## src/rtl/sram_dp_arb_pkg.sv

```systemverilog
// Shared constants and types for the dual-port SRAM arbiter: master indices,
// word width and the read-response tag that follows a read grant by one cycle.
package sram_arb_pkg;

  localparam logic M_CPU  = 1'b0;
  localparam logic M_DMA  = 1'b1;
  localparam int   DATA_W = 32;

  typedef struct packed {
    logic pend;
    logic own;
  } rsp_tag_t;

endpackage

```

## src/rtl/rr_arb2.sv

```systemverilog
// Two-requester round-robin arbiter. The pointer names the favoured requester
// and moves only when both request and a grant is actually issued.
module rr_arb2 (
  input  logic       CLK,
  input  logic       RST,
  input  logic [1:0] req,
  input  logic       inhibit,
  output logic       win,
  output logic [1:0] gnt
);

  logic ptr;
  logic contest;

  always_comb begin
    contest = &req;
    win     = contest ? ptr : req[1];
    gnt     = 2'b00;
    if ((|req) && !inhibit)
      gnt = win ? 2'b10 : 2'b01;
  end

  always_ff @(posedge CLK or posedge RST) begin
    if (RST)
      ptr <= 1'b0;
    else if (contest && !inhibit)
      ptr <= ~win;
  end

endmodule

```

## src/rtl/sram_dp_arb.sv

```systemverilog
// Shares the SRAM read and write ports between two masters, stalls a read that
// hits the word being written this cycle, and routes read data to its owner.
module sram_dp_arb
  import sram_arb_pkg::*;
#(
  parameter int AW = 16
) (
  input  logic              CLK,
  input  logic              RST,
  input  logic              m0_req,
  input  logic              m0_we,
  input  logic [AW-1:0]     m0_addr,
  input  logic [DATA_W-1:0] m0_wdata,
  input  logic [3:0]        m0_wstrb,
  output logic              m0_gnt,
  output logic              m0_rvalid,
  output logic [DATA_W-1:0] m0_rdata,
  input  logic              m1_req,
  input  logic              m1_we,
  input  logic [AW-1:0]     m1_addr,
  input  logic [DATA_W-1:0] m1_wdata,
  input  logic [3:0]        m1_wstrb,
  output logic              m1_gnt,
  output logic              m1_rvalid,
  output logic [DATA_W-1:0] m1_rdata,
  output logic [AW-1:0]     ram_raddr,
  output logic              ram_ren,
  output logic [AW-1:0]     ram_waddr,
  output logic [DATA_W-1:0] ram_wdata,
  output logic [3:0]        ram_wen,
  input  logic [DATA_W-1:0] ram_rdata
);

  logic [1:0] rd_req, wr_req, rd_gnt, wr_gnt;
  logic       rd_win, wr_win;
  logic [3:0] wr_strb;
  logic       collide;
  rsp_tag_t   rd_tag_p1;

  assign rd_req = {m1_req & ~m1_we, m0_req & ~m0_we};
  assign wr_req = {m1_req &  m1_we, m0_req &  m0_we};

  rr_arb2 u_wr_arb (
    .CLK     (CLK),
    .RST     (RST),
    .req     (wr_req),
    .inhibit (1'b0),
    .win     (wr_win),
    .gnt     (wr_gnt)
  );

  // A read only collides with a write that really modifies the same word.
  always_comb begin
    ram_waddr = wr_win ? m1_addr  : m0_addr;
    ram_wdata = wr_win ? m1_wdata : m0_wdata;
    wr_strb   = wr_win ? m1_wstrb : m0_wstrb;
    ram_wen   = (|wr_gnt) ? wr_strb : 4'b0000;
    ram_raddr = rd_win ? m1_addr : m0_addr;
    collide   = (|rd_req) && (|wr_gnt) && (ram_raddr == ram_waddr) && (|wr_strb);
  end

  rr_arb2 u_rd_arb (
    .CLK     (CLK),
    .RST     (RST),
    .req     (rd_req),
    .inhibit (collide),
    .win     (rd_win),
    .gnt     (rd_gnt)
  );

  assign ram_ren = |rd_gnt;
  assign m0_gnt  = rd_gnt[0] | wr_gnt[0];
  assign m1_gnt  = rd_gnt[1] | wr_gnt[1];

  // p0 -> p1: read grant becomes a response tag aligned with ram_rdata
  always_ff @(posedge CLK or posedge RST) begin
    if (RST) begin
      rd_tag_p1.pend <= 1'b0;
      rd_tag_p1.own  <= M_CPU;
    end else begin
      rd_tag_p1.pend <= ram_ren;
      rd_tag_p1.own  <= rd_win;
    end
  end

  assign m0_rvalid = rd_tag_p1.pend && (rd_tag_p1.own == M_CPU);
  assign m1_rvalid = rd_tag_p1.pend && (rd_tag_p1.own == M_DMA);
  assign m0_rdata  = ram_rdata;
  assign m1_rdata  = ram_rdata;

endmodule

```

## config.mk

```make
export PLATFORM = sky130hd
export DESIGN_NAME = sram_dp_arb
export DESIGN_NICKNAME = d
export VERILOG_FILES = /design/src/rtl/sram_dp_arb_pkg.sv /design/src/rtl/rr_arb2.sv /design/src/rtl/sram_dp_arb.sv
export SDC_FILE = /design/constraint.sdc
export NUM_CORES = 1
export LEC_CHECK = 0
export BUFFER_PORTS_ARGS = -buffer_cell sky130_fd_sc_hd__buf_2
export CAP_MARGIN = 20
export CORE_AREA = 2 2 108 110
export CTS_CLUSTER_DIAMETER = 60
export CTS_CLUSTER_SIZE = 30
export DETAILED_ROUTE_END_ITERATION = 6
export DIE_AREA = 0 0 110 112
export HOLD_SLACK_MARGIN = 0.08
export REMOVE_ABC_BUFFERS = 1
export SYNTH_ARGS = -nofsm -noshare
export SYNTH_HDL_FRONTEND = slang
export SYNTH_SLANG_ARGS = --single-unit
```

## constraint.sdc

```tcl
create_clock -name CLK -period 2.1 [get_ports CLK]
set_input_delay 0.105 -clock CLK [delete_from_list [all_inputs] [get_ports CLK]]
set_output_delay 0.105 -clock CLK [all_outputs]
set_load 0.05 [all_outputs]
```

# Yosys cells after proc, flatten, opt, wreduce, memory -nomap -nowiden
# Cells that the tools add are included.
[word_totals]
register_bits = 4
latch_bits = 0
ramBits = 0
mem_bits_ro = 0
wordCells = 42
mem_count = 0
[op_classes]
addsub = 0
mul = 0
div = 0
order_cmp = 0
eq_ne = 1
shift = 0
n_mux = 11
bitwise = 11
n_reduce_logical = 15
[ops]
columns = ["operator", "n"]
rows = [
  ["$mux 16", 2],
  ["$mux 32", 1],
  ["$eq 16x16->1", 1],
  ["$mux 2", 4],
  ["$mux 4", 2],
  ["$reduce_or 2->1", 4],
  ["$logic_and 1x1->1", 7],
  ["$not 1->1", 5],
  ["$and 1x1->1", 4],
  ["$reduce_and 2->1", 2],
  ["$reduce_or 4->1", 1],
  ["$mux 1", 2],
  ["$or 1x1->1", 2],
  ["$logic_not 1->1", 1],
]

# Logic depth before layout (Yosys ltp)
[depth]
ltp_word = 13
depth_mapped = 7
depth_no_buf = 6

# Cells and area by module
# Synthesis repeated with hierarchy kept, for this count alone.
[unflattened]
hier_cells = 239
hier_area_um2 = 1920.6
[by_module_without_submodules]
columns = ["mod", "instances", "cells_each", "area_per_inst_um2", "seq_area_each_um2"]
rows = [
  ["sram_dp_arb", 1, 219, 1757.9, 50.0],
  ["rr_arb2", 2, 10, 81.3, 25.0],
]

# Worst setup path after synthesis
# OpenSTA, ideal clock, no wires.
[synth_path]
path_type = "register to output"
from = "register u_wr_arb.ptr"
to = "output port ram_waddr[0]"
t_arrival_ns = 2.048
t_required_ns = 1.995
setup_slack_ns = -0.053
path_stages_with_launch = 5
path_cell_list = "dfrtp_1 o211a_1 buf_2 clkbuf_1 o21ai_0"
[synth_between]
elab_chain_len = 2
[synth_rtl]
columns = ["item", "line", "source"]
rows = [
  ["from (decl)", "rr_arb2.sv:12", "logic ptr;"],
  ["from (signal assigned)", "rr_arb2.sv:27", "ptr <= ~win;"],
  ["$mux 1", "rr_arb2.sv:17", "win = contest ? ptr : req[1];"],
  ["$mux 16", "sram_dp_arb.sv:54", "ram_waddr = wr_win ? m1_addr : m0_addr;"],
  ["to (decl)", "sram_dp_arb.sv:28", "output logic [AW-1:0] ram_waddr,"],
]
# No other way between the ends.

# Final worst setup path
[layout_path]
from = "register u_wr_arb.ptr"
to = "output port ram_wen[1]"
[layout_between]
elab_chain_len = 5
word_cells_on_any_way = 6
[layout_rtl]
columns = ["item", "line", "source"]
rows = [
  ["$mux 1 (*)", "rr_arb2.sv:17", ""],
  ["$mux 2", "rr_arb2.sv:20", "gnt = win ? 2'b10 : 2'b01;"],
  ["$mux 2", "rr_arb2.sv:19", "if ((|req) && !inhibit)"],
  ["$reduce_or 2->1", "sram_dp_arb.sv:57", "ram_wen = (|wr_gnt) ? wr_strb : 4'b0000;"],
  ["$mux 4 (*)", "sram_dp_arb.sv:57", ""],
  ["to (decl)", "sram_dp_arb.sv:30", "output logic [3:0] ram_wen,"],
]
# Every way passes the cells marked *; elsewhere a longest branch is shown, timed or not.

==> impl_metrics.toml <==
[pwr]
leakagePower_nw = 1.50
p_per_area_mw_per_mm2 = 593
vdd_drop_max_mv = 0.257
total_power_mw = 1.49

[global_routing]
grt_overflow = 0
grtUsageTotal_pct = 14.1
antenna_found_initial = 0
grt_pass1_vias = 2127
grt_max_degree = 31
grt_pass1_wl_um = 12900

[clock_tree]
path_clk_slew_ps = 30
tritoncts = "yes"
clkSinkCount = 4
clk-insertion-delay-late_ps = 230
clock_path_buffers = 2
cts_inserted_buffers = 3
htree_num_levels = 1
cts_root_buf = "clkbuf_16"

[yosys]
synthArstFlopShare_pct = 100
synth_top_area_share_pct = 29.4
synth_top_flop_cell = "dfrtp_1"
syn_area_per_cell_um2 = 5.83
synth_top_cell_by_area = "nand2_1"
netlist_top_cells_area = "nand2_1, buf_4, mux2_1, dfrtp_1, xor2_1"
synth.distinct_cells = 34
netlist_area_mm2 = 0.00183
yosysSeqAreaShare_pct = 5.48
synth_cells = 313
synth_edf_count = 0
ys_seq_elements = 4
yosys_warnings = 0
synthTopCellsByCount = "nand2_1, buf_4, mux2_1"
synth_most_common_cell = "nand2_1"

[sta]
fin_crit_ps = 1930
fin_skew_ps = 0.813
hold_viol = 0
final-max-slew-violation-count = 0
max_slew_margin_pct = 61.9
grt_setup_unrepaired = "false"
setup_viol_count_final = 0
fmax_mhz = 518
period_share_pct = 92.0
worst-slew-pin-transition_ps = 571

[outcome]
status = "complete, no violations"

[layout]
nNetsFinal = 572
area_growth_pct = 37.8
register_area_um2 = 100
fill_cells = 1282
stdcell_area_mm2 = 0.00251
drive_above_1_share_pct = 46.0
diodes = 0
multi_input_area_mm2 = 0.00115

[worst_setup_path]
reg2reg_from = "u_wr_arb.ptr"
ff2ff_path_depth = 5
crit_start = "u_wr_arb.ptr"
crit_required_ps = 2000
end_kind = "output port"
crit_type = "reg -> out"
endpoint = "ram_wen[1]"
cp_max_fo = 24
crit_path_start_kind = "register"
rrSetupSlack_ps = 650
arrival_ps = 1830
reg2reg_to = "rd_tag_p1[1]"

[detailed_routing]
firstDrtPassIters = 4
drtIter0Drc = 136
vias = 2409
drcViolationCount = 0
routed_wl_um = 9430
ant_nets = 0
wire_per_inst_um = 16.5
via_per_inst = 4.22

[placed_design]
io_buffers = 182
placed_cell_area_mm2 = 0.00241
dp_hpwl_um = 7930
place_congestion = 0.739

[floorplanning]
die-area_mm2 = 0.0123
row_count = 39
io_pins = 279
die_y_um = 112
core_area_mm2 = 0.0112
start_util_pct = 16.3
die-width_um = 110

[worst_hold_path]
worstHoldPathType = "in -> out"

[run]
cap_viol_max_count = 0
[cell type report]
type,count,area share (%)
Tap cell,143,7.11
Clock buffer,3,2.99
Timing Repair Buffer,190,38.8
Inverter,8,1.19
Multi-Input combinational cell,223,45.9
Sequential cell,4,3.98
[stage by stage]
stage	std cells	hold WS [ps]	setup TNS (ps)	setup slack [ps]	utilization (%)
global placement	566	-5.96	0	296	21.6
finish	571	210	0	168	22.5
CTS	570	211	0	46.9	22.4
floorplan	235	-129	-55840	-1920	-
global route	571	210	0	64.6	22.5
detailed placement	566	-6.23	0	249	21.6
[layer usage]
metal  track usage [%]  vias to the layer above  wire, um
met3              10.2                        7      1510
met4              1.52                        4        37
met1              19.4                     1040      4230
met2              17.4                      188      3540
met5              7.56                        -       117
li1                  -                     1170         -
[registers in the layout, indices dropped and copies added (netlist names)]
signal	flops
rd_tag_p1	2
u_rd_arb.ptr	1
u_wr_arb.ptr	1
[power by group]
group / internal [mW] / switching [mW]
Sequential: 0.101 / 0.0252
Clock: 0.244 / 0.0606
Combinational: 0.293 / 0.768
[cells by family (layout without fill, tap and decap cells)]
group,after synthesis,count (layout),synth area share [%]
and+or+nand+nor,165,165,36.9
buffers and inverters,86,201,31.7
AOI/OAI and AO/OA,32,32,11.6
muxes,14,14,8.64
xor gates and xnor gates,12,12,5.76
DFF,4,4,5.48
[worst min-delay path by stage]
stage	slack, ps	start	endpoint	cells after the start
global route	210	ram_rdata[6]	m0_rdata[6]	0
detailed placement	-6	RST	rd_tag_p1[0]	2
global placement	-6	RST	rd_tag_p1[0]	2
CTS	210	ram_rdata[10]	m0_rdata[10]	0
finish	210	ram_rdata[6]	m0_rdata[6]	0
floorplan	-130	RST	rd_tag_p1[0]	1
[critical path: stages (launching register included)]
cell and delay, ps:
dfrtp_1 410, o211ai_1 240, buf_4 160, buf_4 240, nand2_1 80, a21oi_1 170
buf_2 290
[cell usage in the layout (no fill, tap or decap), drive strengths merged, types with 3 or more instances in the layout]
cell type / synthesis / routed
clkbuf: 6 / 3
mux2: 14 / 14
xor2: 8 / 8
nor4: 3 / 3
a21oi: 6 / 6
buf: 72 / 189
nand2b: 3 / 3
dfrtp: 4 / 4
nor2b: 6 / 6
nor3: 4 / 4
inv: 8 / 8
o21ai: 10 / 10
xnor2: 4 / 4
nor2: 3 / 3
nand2: 143 / 143
[timing repair]
item	4_1_cts	5_1_grt
setup endpoints to repair	1	2
buffers inserted	0	1
hold buffers	1	0
hold endpoints to repair	4	0
pin swaps	0	1
resized for setup	1	1
Note: power is estimated with default switching activity, not from simulation.
